==> config.mk <==
export PLATFORM = sky130hd
export DESIGN_NAME = y86_seq_controller_flat
export DESIGN_NICKNAME = d
export VERILOG_FILES = /design/src/rtl/y86_pkg.sv /design/src/rtl/y86_seq_controller_if.sv /design/src/rtl/y86_mem_wait_timer.sv /design/src/rtl/y86_seq_controller.sv /design/src/flat_wrapper.sv
export SDC_FILE = /design/constraint.sdc
export NUM_CORES = 1
export LEC_CHECK = 0
export BUFFER_PORTS_ARGS = -buffer_cell sky130_fd_sc_hd__buf_2
export CAP_MARGIN = 30
export CORE_MARGIN = 3
export CORE_UTILIZATION = 40
export CTS_BUF_LIST = sky130_fd_sc_hd__clkbuf_2
export DETAILED_ROUTE_END_ITERATION = 10
export GPL_TIMING_DRIVEN = 0
export SLEW_MARGIN = 20
export SYNTH_ARGS = -nofsm -noshare
export SYNTH_HDL_FRONTEND = slang
export SYNTH_HIERARCHICAL = 1
export SYNTH_SLANG_ARGS = --single-unit
==> constraint.sdc <==
create_clock -name clk -period 2.5 [get_ports clk]
set_input_delay 0 -clock clk [delete_from_list [all_inputs] [get_ports clk]]
set_output_delay 0 -clock clk [all_outputs]
set_load 0.02 [all_outputs]
==> src/rtl/y86_pkg.sv <==
// Shared definitions for the Y86-64 sequential controller: instruction codes,
// status codes, state encoding and instruction-class predicates.
package y86_pkg;

  localparam logic [3:0] I_HALT   = 4'h0;
  localparam logic [3:0] I_NOP    = 4'h1;
  localparam logic [3:0] I_RRMOVQ = 4'h2;
  localparam logic [3:0] I_IRMOVQ = 4'h3;
  localparam logic [3:0] I_RMMOVQ = 4'h4;
  localparam logic [3:0] I_MRMOVQ = 4'h5;
  localparam logic [3:0] I_OPQ    = 4'h6;
  localparam logic [3:0] I_JXX    = 4'h7;
  localparam logic [3:0] I_CALL   = 4'h8;
  localparam logic [3:0] I_RET    = 4'h9;
  localparam logic [3:0] I_PUSHQ  = 4'hA;
  localparam logic [3:0] I_POPQ   = 4'hB;

  localparam logic [2:0] STAT_AOK = 3'd1;
  localparam logic [2:0] STAT_HLT = 3'd2;
  localparam logic [2:0] STAT_ADR = 3'd3;
  localparam logic [2:0] STAT_INS = 4'd4;

  // PAUSE sits outside the 3-bit stage space; it only exists with single-step.
  typedef enum logic [3:0] {
    S_IDLE      = 4'd0,
    S_FETCH     = 4'd1,
    S_DECODE    = 4'd2,
    S_EXECUTE   = 4'd3,
    S_MEMORY    = 4'd4,
    S_WRITEBACK = 4'd5,
    S_PCUPD     = 4'd6,
    S_STOP      = 4'd7,
    S_PAUSE     = 4'd8
  } state_e;

  function automatic logic is_mem_op(input logic [3:0] ic);
    return ic inside {I_RMMOVQ, I_MRMOVQ, I_CALL, I_RET, I_PUSHQ, I_POPQ};
  endfunction

  function automatic logic is_mem_wr(input logic [3:0] ic);
    return ic inside {I_RMMOVQ, I_CALL, I_PUSHQ};
  endfunction

  function automatic logic writes_rf(input logic [3:0] ic);
    return ic inside {I_IRMOVQ, I_MRMOVQ, I_OPQ, I_CALL, I_RET, I_PUSHQ, I_POPQ};
  endfunction

endpackage

==> src/rtl/y86_seq_controller_if.sv <==
// Controller <-> datapath bundle. Optional single-step input is present only
// when Y86_SINGLE_STEP_EN is defined.
interface y86_seq_controller_if #(
  parameter int CNT_W = 32
);
  logic             start;
  logic [3:0]       icode;
  logic             cnd;
  logic             instr_err;
  logic             imem_error;
  logic             dmem_ack;
  logic             dmem_error;
`ifdef Y86_SINGLE_STEP_EN
  logic             step;
`endif
  logic [2:0]       stage;
  logic             pc_we;
  logic             rf_we;
  logic             cc_we;
  logic             dmem_req;
  logic             dmem_wr;
  logic [2:0]       stat;
  logic             busy;
  logic [CNT_W-1:0] instr_cnt;

  modport master (
    input  start, icode, cnd, instr_err, imem_error, dmem_ack, dmem_error,
`ifdef Y86_SINGLE_STEP_EN
    input  step,
`endif
    output stage, pc_we, rf_we, cc_we, dmem_req, dmem_wr, stat, busy, instr_cnt
  );

  modport slave (
    output start, icode, cnd, instr_err, imem_error, dmem_ack, dmem_error,
`ifdef Y86_SINGLE_STEP_EN
    output step,
`endif
    input  stage, pc_we, rf_we, cc_we, dmem_req, dmem_wr, stat, busy, instr_cnt
  );

endinterface

==> src/rtl/y86_mem_wait_timer.sv <==
// Counts cycles spent waiting for a data-memory acknowledge; expired_o is high
// during the MEM_TIMEOUT-th enabled cycle after a clear.
module y86_mem_wait_timer #(
  parameter int MEM_TIMEOUT = 16
) (
  input  logic clk,
  input  logic rst_n,
  input  logic clear_i,
  input  logic enable_i,
  output logic expired_o
);

  localparam int W = $clog2(MEM_TIMEOUT + 1);

  logic [W-1:0] cnt_q;
  logic [W-1:0] cnt_d;

  assign expired_o = (cnt_q == W'(MEM_TIMEOUT - 1));

  // Saturate once expired so a late ack cannot wrap the count.
  always_comb begin
    cnt_d = cnt_q;
    if (clear_i) begin
      cnt_d = '0;
    end else if (enable_i && !expired_o) begin
      cnt_d = cnt_q + W'(1);
    end else begin
      cnt_d = cnt_q;
    end
  end

  always_ff @(posedge clk or negedge rst_n) begin
    if (!rst_n) begin
      cnt_q <= '0;
    end else begin
      cnt_q <= cnt_d;
    end
  end

endmodule

==> src/rtl/y86_seq_controller.sv <==
// Multi-cycle Y86-64 sequencer: stage walk, write strobes, dmem handshake and
// status. Define Y86_SINGLE_STEP_EN to add the step input and PAUSE state.
module y86_seq_controller
  import y86_pkg::*;
#(
  parameter int CNT_W       = 32,
  parameter int MEM_TIMEOUT = 16
) (
  input logic                   clk,
  input logic                   rst_n,
  y86_seq_controller_if.master  bus
);

  state_e           state_q, state_d;
  logic [3:0]       icode_q, icode_d;
  logic             cnd_q, cnd_d;
  logic [2:0]       stat_q, stat_d;
  logic [CNT_W-1:0] cnt_q, cnt_d;

  logic in_mem_s;
  logic timer_expired_s;
  logic pc_we_s, rf_we_s, cc_we_s, req_s, wr_s;

  assign in_mem_s = (state_q == S_MEMORY);

  y86_mem_wait_timer #(
    .MEM_TIMEOUT (MEM_TIMEOUT)
  ) u_timer (
    .clk       (clk),
    .rst_n     (rst_n),
    .clear_i   (!in_mem_s),
    .enable_i  (in_mem_s),
    .expired_o (timer_expired_s)
  );

  // State, latched instruction context, status and retire counter.
  always_ff @(posedge clk or negedge rst_n) begin
    if (!rst_n) begin
      state_q <= S_IDLE;
      icode_q <= I_HALT;
      cnd_q   <= 1'b0;
      stat_q  <= STAT_AOK;
      cnt_q   <= '0;
    end else begin
      state_q <= state_d;
      icode_q <= icode_d;
      cnd_q   <= cnd_d;
      stat_q  <= stat_d;
      cnt_q   <= cnt_d;
    end
  end

  // Next-state and context update.
  always_comb begin
    state_d = state_q;
    icode_d = icode_q;
    cnd_d   = cnd_q;
    stat_d  = stat_q;
    cnt_d   = cnt_q;
    case (state_q)
      S_IDLE: begin
        if (bus.start) begin
          state_d = S_FETCH;
        end else begin
          state_d = S_IDLE;
        end
      end
      S_FETCH: begin
        icode_d = bus.icode;
        if (bus.imem_error) begin
          state_d = S_STOP;
          stat_d  = STAT_ADR;
        end else if (bus.instr_err) begin
          state_d = S_STOP;
          stat_d  = STAT_INS;
        end else if (bus.icode == I_HALT) begin
          state_d = S_STOP;
          stat_d  = STAT_HLT;
        end else begin
          state_d = S_DECODE;
        end
      end
      S_DECODE: state_d = S_EXECUTE;
      S_EXECUTE: begin
        cnd_d = bus.cnd;
        if (is_mem_op(icode_q)) begin
          state_d = S_MEMORY;
        end else begin
          state_d = S_WRITEBACK;
        end
      end
      S_MEMORY: begin
        // An ack arriving in the expiry cycle still completes the access.
        if (bus.dmem_ack) begin
          if (bus.dmem_error) begin
            state_d = S_STOP;
            stat_d  = STAT_ADR;
          end else begin
            state_d = S_WRITEBACK;
          end
        end else if (timer_expired_s) begin
          state_d = S_STOP;
          stat_d  = STAT_ADR;
        end else begin
          state_d = S_MEMORY;
        end
      end
      S_WRITEBACK: state_d = S_PCUPD;
      S_PCUPD: begin
        cnt_d = cnt_q + CNT_W'(1);
`ifdef Y86_SINGLE_STEP_EN
        state_d = S_PAUSE;
`else
        state_d = S_FETCH;
`endif
      end
`ifdef Y86_SINGLE_STEP_EN
      S_PAUSE: begin
        if (bus.step) begin
          state_d = S_FETCH;
        end else begin
          state_d = S_PAUSE;
        end
      end
`endif
      S_STOP:  state_d = S_STOP;
      default: state_d = S_IDLE;
    endcase
  end

  // Moore strobe decode from registered state and latched icode/cnd.
  always_comb begin
    pc_we_s = 1'b0;
    rf_we_s = 1'b0;
    cc_we_s = 1'b0;
    req_s   = 1'b0;
    wr_s    = 1'b0;
    case (state_q)
      S_EXECUTE:   cc_we_s = (icode_q == I_OPQ);
      S_MEMORY: begin
        req_s = 1'b1;
        wr_s  = is_mem_wr(icode_q);
      end
      S_WRITEBACK: rf_we_s = writes_rf(icode_q) || ((icode_q == I_RRMOVQ) && cnd_q);
      S_PCUPD:     pc_we_s = 1'b1;
      default:     ;
    endcase
  end

  // PAUSE reports as PCUPD: the last stage that completed.
  assign bus.stage     = (state_q == S_PAUSE) ? S_PCUPD[2:0] : state_q[2:0];
  assign bus.pc_we     = pc_we_s;
  assign bus.rf_we     = rf_we_s;
  assign bus.cc_we     = cc_we_s;
  assign bus.dmem_req  = req_s;
  assign bus.dmem_wr   = wr_s;
  assign bus.stat      = stat_q;
  assign bus.busy      = (state_q != S_IDLE) && (state_q != S_STOP);
  assign bus.instr_cnt = cnt_q;

endmodule
==> src/flat_wrapper.sv <==
// flat-port wrapper written by rule: the top's interface ports become plain ports
module y86_seq_controller_flat import y86_pkg::*;
#(
  parameter int CNT_W       = 32,
  parameter int MEM_TIMEOUT = 16
)
  (clk, rst_n, bus_start, bus_icode, bus_cnd, bus_instr_err, bus_imem_error, bus_dmem_ack, bus_dmem_error, bus_stage, bus_pc_we, bus_rf_we, bus_cc_we, bus_dmem_req, bus_dmem_wr, bus_stat, bus_busy, bus_instr_cnt);
  y86_seq_controller_if #(.CNT_W(CNT_W)) bus_i ();
  input logic clk;
  input logic rst_n;
  input wire logic [$bits(bus_i.start)-1:0] bus_start;
  input wire logic [$bits(bus_i.icode)-1:0] bus_icode;
  input wire logic [$bits(bus_i.cnd)-1:0] bus_cnd;
  input wire logic [$bits(bus_i.instr_err)-1:0] bus_instr_err;
  input wire logic [$bits(bus_i.imem_error)-1:0] bus_imem_error;
  input wire logic [$bits(bus_i.dmem_ack)-1:0] bus_dmem_ack;
  input wire logic [$bits(bus_i.dmem_error)-1:0] bus_dmem_error;
  output wire logic [$bits(bus_i.stage)-1:0] bus_stage;
  output wire logic [$bits(bus_i.pc_we)-1:0] bus_pc_we;
  output wire logic [$bits(bus_i.rf_we)-1:0] bus_rf_we;
  output wire logic [$bits(bus_i.cc_we)-1:0] bus_cc_we;
  output wire logic [$bits(bus_i.dmem_req)-1:0] bus_dmem_req;
  output wire logic [$bits(bus_i.dmem_wr)-1:0] bus_dmem_wr;
  output wire logic [$bits(bus_i.stat)-1:0] bus_stat;
  output wire logic [$bits(bus_i.busy)-1:0] bus_busy;
  output wire logic [$bits(bus_i.instr_cnt)-1:0] bus_instr_cnt;
  assign bus_i.start = bus_start;
  assign bus_i.icode = bus_icode;
  assign bus_i.cnd = bus_cnd;
  assign bus_i.instr_err = bus_instr_err;
  assign bus_i.imem_error = bus_imem_error;
  assign bus_i.dmem_ack = bus_dmem_ack;
  assign bus_i.dmem_error = bus_dmem_error;
  assign bus_stage = bus_i.stage;
  assign bus_pc_we = bus_i.pc_we;
  assign bus_rf_we = bus_i.rf_we;
  assign bus_cc_we = bus_i.cc_we;
  assign bus_dmem_req = bus_i.dmem_req;
  assign bus_dmem_wr = bus_i.dmem_wr;
  assign bus_stat = bus_i.stat;
  assign bus_busy = bus_i.busy;
  assign bus_instr_cnt = bus_i.instr_cnt;
  y86_seq_controller #(.CNT_W(CNT_W), .MEM_TIMEOUT(MEM_TIMEOUT)) u_core (.clk(clk), .rst_n(rst_n), .bus(bus_i));
endmodule
# --- After elaboration in Yosys (flattened, before gate mapping) ---
# Index checks and enable logic that the tools add are counted.
totals:
  out_inout_bits: 44
  elab_cells: 68
  reg_bits: 49
  in_bits: 12
classes:
  addsub: 2
  n_eq_ne: 23
  reduce_logical: 13
  mux: 24
op_table:
  columns: ["cell", "n"]
  rows:
  - ["adder 32 x 1 -> 32 bit (second input constant)", 1]
  - ["one-hot mux 4 bit (8 select lines)", 1]
  - ["== test 4 x 3 -> 1 bit (second input constant)", 7]
  - ["2-to-1 mux 3 bit", 8]
  - ["== test 4 bit (second input constant)", 5]
  - ["== test 4 x 2 -> 1 bit (second input constant)", 4]
  - ["2-to-1 mux 4 bit", 3]
  - ["2-to-1 mux 5 bit", 2]
  - ["logical NOT 4 bit", 2]
  - ["inequality test 4 x 3 -> 1 bit (second input constant)", 2]
  - ["2-to-1 mux 1 bit", 7]
  - ["nonzero test 7 bit", 1]
  - ["one-hot mux 3 bit (2 select lines)", 1]
  - ["nonzero test 6 bit", 1]
  - ["adder 5 x 1 -> 5 bit (second input constant)", 1]
  - ["== test 5 x 4 -> 1 bit (second input constant)", 1]
  - ["== test 4 x 1 -> 1 bit (second input constant)", 1]
  - ["2-to-1 mux 2 bit", 2]
  - ["AND reduction 4 bit", 1]
  - ["nonzero test 4 bit", 1]
  - ["logical AND 1 bit", 3]
  - ["inequality test 3 x 2 -> 1 bit (second input constant)", 1]
  - ["inequality test 3 bit (second input constant)", 1]
  - ["nonzero test 3 bit", 1]
  - ["4 further kinds", 4]

# --- Longest topological paths before layout ---
# Gate-level depths: netlist of run 1.
depth:
  ltp_word: 5
  ltp_mapped: 7
  depth_no_buf: 7

# --- Hierarchy ---
# The synthesis of run 1 kept the hierarchy.
modules_own_cells:
  columns: ["module", "area_per_inst_um2", "instances", "seq_area_each_um2", "cells_each"]
  rows:
  - ["y86_seq_controller", 2107.0, 1, 1077.3, 195]
  - ["y86_mem_wait_timer", 260.2, 1, 125.1, 23]

# --- Worst setup path before layout of run 1 ---
# No wires, ideal clock.
synth_path:
  path_type: "flip-flop to flip-flop"
  startpoint: "reg u_core.state_q[2]"
  endpoint: "reg u_core.u_timer.cnt_q[3]"
  required_time_ns: 2.373
  period_less_slack_ns: 2.048
  arrival_ns: 1.921
  path_buffers: 0
  path_stages_with_launch: 7
  setup_ns: 0.127
  slack_ns: 0.452
  path_cell_list: "dfrtp_1 -> inv_2 -> or3_4 -> clkinv_2 -> nor2b_4 -> nand4_1 -> mux2_1"
synth_via:
  elab_chain_cells: 3
  word_cells_on_any_way: 4
  cone_classes: "eq/ne (2); mux (1); reduce/logical (1)"
synth_rtl:
  columns: ["element", "line", "source"]
  rows:
  - ["start: declaration", "y86_seq_controller.sv:14", "state_e state_q, state_d;"]
  - ["start signal: assignment", "y86_seq_controller.sv:45", "state_q <= state_d;"]
  - ["== test 4 x 3 -> 1 bit *", "y86_seq_controller.sv:24", "assign in_mem_s = (state_q == S_MEMORY);"]
  - ["logical AND 1 bit", "y86_mem_wait_timer.sv:25", "end else if (enable_i && !expired_o) begin"]
  - ["inequality test 2 x 1 -> 1 bit (no line)", null, null]
  - ["end signal: assignment", "y86_mem_wait_timer.sv:36", "cnt_q <= cnt_d;"]
  - ["end: declaration", "y86_mem_wait_timer.sv:15", "logic [W-1:0] cnt_q;"]
# Mark *: on every way between the ends. The rest lies on a longest branch, timed or not.
# A chain may end at the register's enable or synchronous reset.

# --- Worst setup path after layout of run 1 ---
layout_path:
  startpoint: "reg u_core.state_q[2]"
  endpoint: "reg u_core.state_q[0]"
layout_via:
  elab_chain_cells: 2
  word_cells_on_any_way: 9
  cone_classes: "eq/ne (7); mux (1); reduce/logical (1)"
layout_rtl:
  columns: ["element", "line", "source"]
  rows:
  - ["== test 4 x 3 -> 1 bit (tied with other cells)", "y86_seq_controller.sv:60", "case (state_q)"]
  - ["one-hot mux 4 bit (8 select lines) *", "y86_seq_controller.sv:60", null]
  - ["via u_core.state_d[0]", "y86_seq_controller.sv:14", null]
# The timed path passes the listed nets; every way through them passes the cells marked *.

==> metrics, run 1 <==
H-tree depth=2; number of enable flip-flop cells after synthesis=0; maximum number of pins on one net before global-route repair=28; number of gates given a new drive strength after cts=0; global route total overflow=0; fmax=roughly 430 MHz; NetSw=0.000261 W; final hold violation count=0; filler cell count=between 500 and 600; Post-DRT Antenna Nets=0; transition time at the pin with the least slew margin=roughly 0.65 ns; Total Die Area=a little under 0.007 mm²; Sum Neg Setup Slack=0 ns; data required time of the worst path=approximately 2.9 ns; Setup crit end kind=flop; synthesis-stage register bit count=48; worst reg2reg path depth=5; type of the most critical hold path=in -> async; internal power=0.000868 W; number of rows created at floorplan=27; worst clock skew=0.0370 ns; Critical Path AT=between 2 and 3 ns; Post-Synthesis Net Count=233; critical-path maximum fanout=8; Detail Placement HPWL=between 3000 and 4000 µm; CTS root buffer=clkbuf_2; starting density of the core=a little over two fifths; unrepaired setup endpoints after global routing=false; final routed wirelength across all metal layers=4870 µm; antenna violations before repair=0; worst-skew pair later-pin latency=between 0.4 and 0.5 ns; count of port buffers added during placement=between 50 and 60; clock tree from TritonCTS=built; NumNets Final=approximately 310; horizontal die dimension=between 80 and 90 µm; vias in the first global route=between 1.5k and 2k; Post-synth top flop=dfrtp_1; worst hold margin=roughly 0.039 ns; fraction of power consumed by the clock network=between 20% and 30%; global placement routability congestion=slightly above 0.7; area growth from synthesis to final layout=23.2%; number of DRC violations after detailed routing=0; Diodes inserted=0; maximum buffer depth of the clock tree=2; reported max-cap violation count=0; outcome=completed; remaining max-slew budget at the tightest pin=56.0%; wire length per cell after detailed routing=around 13 µm; total I/O pin count=56; routed vias/inst=roughly 5; Distinct cells, synth=44; largest vdd supply drop=between 0.0002 and 0.00025 V; share of the yosys chip area belonging to registers=50.8%; gr usage total=15.0%; share of total power in combinational logic=around 3.8%; async set or reset register ratio after synthesis=100%; Pleak=1.44 nW; instance count of the mapped netlist=about 220; total of endpoints with negative setup slack in the final report=0; net switching share of the total power=between 20 and 25%; first-iteration detailed-routing DRC count=~120; wire length of the first global-routing pass=8580 µm; vias after detailed routing=between 1.5k and 2k; count of final max-slew check failures=0; Die Height=roughly 83 µm; Clock Pin Slew Worst Setup and Hold Paths=~0.25 ns; element type at the critical path start=flop; fraction of layout instances using a drive strength above 1=between 20% and 30%; core box area=0.00561 mm²; post-synthesis cell area=0.00237 mm²; share of power burned in registers=approximately 69%; sinks on the clock net=48; Tmin final=approximately 2.3 ns; Avg Inst Size Synth=approximately 11 µm²; number of iterations in the first detailed-routing pass=4; kind of critical path=reg -> reg; Pwr Density=between 300 and 400 mW/mm²; fraction of the cycle the final worst path needs=93.1%; Synthesis Warnings=6; cts bufs inserted=5
[critical path: stages (launching register included)]
cell           delay, ns
dfrtp_1             0.55
nor3b_4             0.34
o31ai_2             0.16
dlygate4sd3_1       0.59
o2111ai_1           0.08
dlygate4sd3_1       0.57
[stage by stage]
stage	instance area (µm²)	util, %	cells	setup slack (ns)	total power [W]
6_report	2920	52.0	367	0.174	0.00113
5_1_grt	2920	52.0	367	0.0388	0.00118
4_1_cts	2890	51.6	364	0.133	0.00115
3_5_place_dp	2750	49.1	346	0.469	0.000827
3_3_place_gp	2730	48.7	345	0.492	0.000823
2_1_floorplan	2370	-	218	0.452	0.000796
[cells by family after synthesis]
family	count (synthesis)	share of synthesized area (%)
compound gates	16	4.70
fa+ha+maj	3	1.59
simple gates	96	24.7
xor+xnor	33	12.2
mux	7	3.22
flops	48	50.8
buf+inv	15	2.80
[cell type report]
class | instances | area [µm²] | share of cell area, %
sequential | 48 | 1200 | 41.2
multi-input combinational | 155 | 1100 | 37.7
timing repair buffer | 69 | 418 | 14.3
tap | 72 | 90.1 | 3.09
inverter | 10 | 38.8 | 1.33
clock buffer | 6 | 30.0 | 1.03
buffer | 5 | 27.5 | 0.944
clock inverter | 2 | 11.3 | 0.386
[power groups by stage]
stage	combinational [W]	sequential (W)	clock, W
after floorplan	0.00000334	0.000792	0
after global placement	0.0000308	0.000792	0
after detailed placement	0.0000350	0.000792	0
after CTS	0.0000445	0.000779	0.000327
after global routing	0.0000495	0.000780	0.000354
final	0.0000429	0.000779	0.000307
[placed cells by master (no fill, tap or decap), drive strengths merged, types with 2 or more instances in the layout]
cell type    netlist  routed
o21ai              5       5
or3                2       2
dlygate4sd3        0      10
inv                9       9
dfrtp             47      47
clkinv             1       2
ha                 3       3
nand2             12      12
nand2b             4       4
clkbuf             2       8
nor3               5       5
mux2               5       5
xor2               5       5
nor4               7       7
nor2              17      17
buf                3      62
a21oi              4       4
and2               2       2
xnor2             28      28
and3               5       5
nand3b             2       2
nand4             17      17
mux2i              2       2
o21a               2       2
nand3             15      15
nor3b              2       2
and4               2       2
[registers in the layout (all words and copies together), names as in the netlist]
register / flops
u_core/bus.instr_cnt: 32
u_core/u_timer/cnt_q: 5
u_core/icode_q: 4
u_core/bus.stat: 3
u_core/state_q: 3
u_core/cnd_q: 1
[synth_stat cells, drive strengths merged (3+ instances only)]
master	count	area [µm²]
a21oi	4	20.0
and3	5	31.3
buf	3	20.0
dfrtp	47	1180
ha	3	37.5
inv	9	33.8
mux2	5	56.3
nand2	12	45.0
nand2b	4	25.0
nand3	15	75.1
nand4	17	106
nor2	17	63.8
nor3	5	25.0
nor4	7	73.8
o21ai	5	28.8
xnor2	28	245
xor2	5	43.8
[routing by layer]
metal | up-vias | share of wire (%) | global-route usage, %
li1 | 929 | - | -
met5 | - | 0 | 0
met3 | 4 | 4.0 | 3.27
met1 | 867 | 48 | 20.6
met2 | 36 | 47 | 23.8
met4 | 0 | 0.74 | 4.61
[what timing repair did]
item | CTS | global route
setup endpoints to repair | 0 | 1
buffers inserted | 0 | 3
hold buffers | 10 | 0
endpoints found under the hold margin | 58 | 0
[path summary, 6_finish.rpt]
path | from | to | slack, ns
min reg2reg | u_core/bus.instr_cnt[31] | u_core/bus.instr_cnt[31] | 0.48
max in group asynchronous | rst_n | u_core/u_timer/cnt_q[2] | 1.92
max | u_core/state_q[2] | u_core/state_q[0] | 0.17
max reg2reg | u_core/state_q[2] | u_core/state_q[0] | 0.17
min | rst_n | u_core/bus.instr_cnt[25] | 0.04
min in group clk | bus_dmem_error | u_core/bus.stat[2] | 0.04
Power figures use the tool's default switching activity.
==> inputs of run 2 (changes only) <==
- HOLD_SLACK_MARGIN: default -> 0.1
- SYNTH_HIERARCHICAL: 1 -> default
==> metrics, run 2 <==
outcome=completed; first-iteration detailed-routing DRC count=57; sinks on the clock net=between 40 and 50; most instantiated cells after synthesis=47 x dfrtp_1, 23 x nor2_1, 22 x xor2_1; library cell with the highest instance count after synthesis=dfrtp_1; Distinct cells, synth=43; Sum Neg Setup Slack=0 ns; horizontal die dimension=83.2 µm; Synth top area share=49.3%; Post-CTS Setup Bufs=0; commonest non-fill, non-tap cell in the layout=buf_2; NumNets Final=about 320; area taken by multi-input logic gates=roughly 0.0011 mm²; slowest stage cell on the critical path=dlygate4sd3_1; fraction of the cycle the final worst path needs=between 90% and 100%; synthesis-stage register bit count=48; Pwr Density=~710 mW/mm²; largest vdd supply drop=around 0.00046 V; count of port buffers added during placement=between 50 and 60; source of the worst hold timing path=bus_dmem_ack; kind of critical path=reg -> reg; wire length per cell after detailed routing=~13 µm; routed vias/inst=5.08; maximum number of pins on one net before global-route repair=37; cell-by-cell listing of the critical path=ha_1, and3_1, ha_1, mux2_2, dlygate4sd3_1, a21oi_1, o21ai_0; flop2flop setup slack=0.18 ns; starting density of the core=between 40% and 50%; highest-count cells in the layout ignoring fill and taps=58 x buf_2, 47 x dfrtp_1, 23 x nor2_1, 22 x xor2_1, 14 x dlygate4sd3_1; number of rows created at floorplan=27; instance count of the mapped netlist=roughly 230; H-tree depth=2; Avg Inst Size Synth=approximately 11 µm²; Setup crit end kind=flop; Min-Delay Path Depth=4; final hold violation count=0; cts bufs inserted=5; transition time at the pin with the least slew margin=about 0.89 ns; Post-Synthesis Net Count=240; fraction of layout instances using a drive strength above 1=between 20% and 30%; total of endpoints with negative setup slack in the final report=0; clock tree from TritonCTS=built; number of iterations in the first detailed-routing pass=4; vias in the first global route=around 1.8k; Tmin final=between 2 and 2.5 ns; post-synthesis cell area=around 0.0024 mm²; cell taking the most area after synthesis=dfrtp_1; reported max-cap violation count=0; core box area=0.00564 mm²; largest stage delay on the critical path=between 0.5 and 0.6 ns; number of enable flip-flop cells after synthesis=0; Worst Slack Setup Final=around 0.18 ns; worst reg2reg path depth=7; Die Height=83.2 µm; async set or reset register ratio after synthesis=100%; global route total overflow=0; vias after detailed routing=roughly 1.9k; Synthesis Warnings=0; share of the yosys chip area belonging to registers=around 50%; Critical Path AT=approximately 2.6 ns; Clock Pin Slew Worst Setup and Hold Paths=0.21 ns; Detail Placement HPWL=about 3500 µm; gr usage total=roughly 15%; unrepaired setup endpoints after global routing=false; Total Die Area=0.00692 mm²; Post-DRT Antenna Nets=0; number of gates given a new drive strength after cts=0; RR Endpoint=u_core.state_q[1]; type of the most critical hold path=in -> reg; total I/O pin count=56; final routed wirelength across all metal layers=5010 µm; most numerous cell on the critical path=ha_1; global placement routability congestion=around 0.77; element type at the critical path start=flop; Pleak=1.51 nW; wire length of the first global-routing pass=8660 µm; Diodes inserted=0; critical-path maximum fanout=8; maximum buffer depth of the clock tree=2; worst-skew pair later-pin latency=0.41 ns; CTS root buffer=clkbuf_2; max FFs per register=32; number of DRC violations after detailed routing=0; total area of sequential cells=around 0.0012 mm²; count of final max-slew check failures=0; worst clock skew=about 0.017 ns; filler cell count=between 500 and 600; fmax=approximately 430 MHz; pre-CTS setup slack=around 0.14 ns; remaining max-slew budget at the tightest pin=40.3%; area growth from synthesis to final layout=22.5%; start of the worst register-to-register path=u_core.u_timer.cnt_q[0]; top area cells in the synthesized netlist=dfrtp_1 49%, xor2_1 8.1%, xnor2_1 4.4%, nor2_1 3.6%, nor4_2 2.6%; antenna violations before repair=0; Endpoint, Worst Hold=u_core.bus.stat[0]; Post-synth top flop=dfrtp_1; data required time of the worst path=between 2 and 3 ns
run 2: cell types whose count changed after synthesis, moves of 3 or more:
cell	change
buf_2	+3
nand2b_1	-3
nand3_1	-3
nand4_1	-8
nor2_1	+6
nor3_1	+6
nor4_1	-4
nor4_2	+5
xnor2_1	-16
xor2_1	+17
run 2: stage by stage:
step	cells	hold slack, ns	total power [W]	utilization (%)	area, µm²
after detailed placement	352	0.0650	0.00179	48.8	2750
after global routing	372	0.127	0.00224	51.8	2920
after floorplan	225	-0.296	0.00156	-	2380
after CTS	373	0.111	0.00211	51.8	2920
after global placement	352	0.231	0.00178	48.7	2750
final	372	0.141	0.00208	51.8	2920
run 2: cell families (layout without fill, tap and decap cells):
logic type / after synthesis / count (layout) / share of synthesized area [%]
and+or+nand+nor: 97 / 97 / 24.4
DFF: 48 / 48 / 50.4
xor gates and xnor gates: 34 / 34 / 12.5
buffers and inverters: 20 / 95 / 3.52
AOI/OAI and AO/OA: 14 / 14 / 3.52
muxes: 9 / 9 / 4.09
adders and majority gates: 3 / 3 / 1.57
run 2: how the worst max path moves through the flow:
| stage | start | to | slack (ns) | cells after the start |
|---|---|---|---|---|
| 3_5_place_dp | u_core.u_timer.cnt_q[0] | u_core.bus.stat[1] | 0.14 | 7 |
| 2_1_floorplan | u_core.u_timer.cnt_q[0] | u_core.bus.stat[1] | 0.33 | 7 |
| 5_1_grt | u_core.state_q[2] | u_core.bus.stat[1] | 0.06 | 8 |
| 4_1_cts | u_core.u_timer.cnt_q[0] | u_core.state_q[1] | 0.09 | 8 |
| 3_3_place_gp | u_core.u_timer.cnt_q[0] | u_core.bus.stat[1] | 0.13 | 7 |
| 6_report | u_core.u_timer.cnt_q[0] | u_core.state_q[1] | 0.18 | 7 |
run 2: layout make-up:
class | instances | share of cell area [%]
Clock buffer | 5 | 0.857
Timing Repair Buffer | 69 | 14.3
Clock inverter | 2 | 0.257
Inverter | 11 | 1.41
Buffer | 8 | 1.33
Tap cell | 72 | 3.08
Sequential cell | 48 | 41.2
Multi-Input combinational cell | 157 | 37.6
run 2: routing by layer:
layer | GRT usage (%) | routed length [µm] | up-vias
met4 | 4.46 | 63 | 0
li1 | - | - | 928
met3 | 3.97 | 289 | 6
met1 | 21.0 | 2400 | 913
met2 | 23.5 | 2250 | 42
met5 | 0 | 0 | -
run 2: report_power, final:
group	switching [W]	internal [W]
combinational	0.000427	0.000305
clock	0.000228	0.0000578
sequential	0.000151	0.000911
run 2: worst max-delay path: cells and delay by family, from the launching register on:
family	cells	cell delay [ns]
AO/OA/AOI/OAI	2	0.21
buffers and inverters	1	0.56
AND/OR/NAND/NOR	1	0.18
adder cells (fa/ha/maj)	2	0.49
multiplexers	1	0.32
flip-flops	1	0.45
run 2: what timing repair did:
item                                    CTS  global route
hold buffers                             14             0
endpoints found under the setup margin    0             2
hold endpoints to repair                 59             0
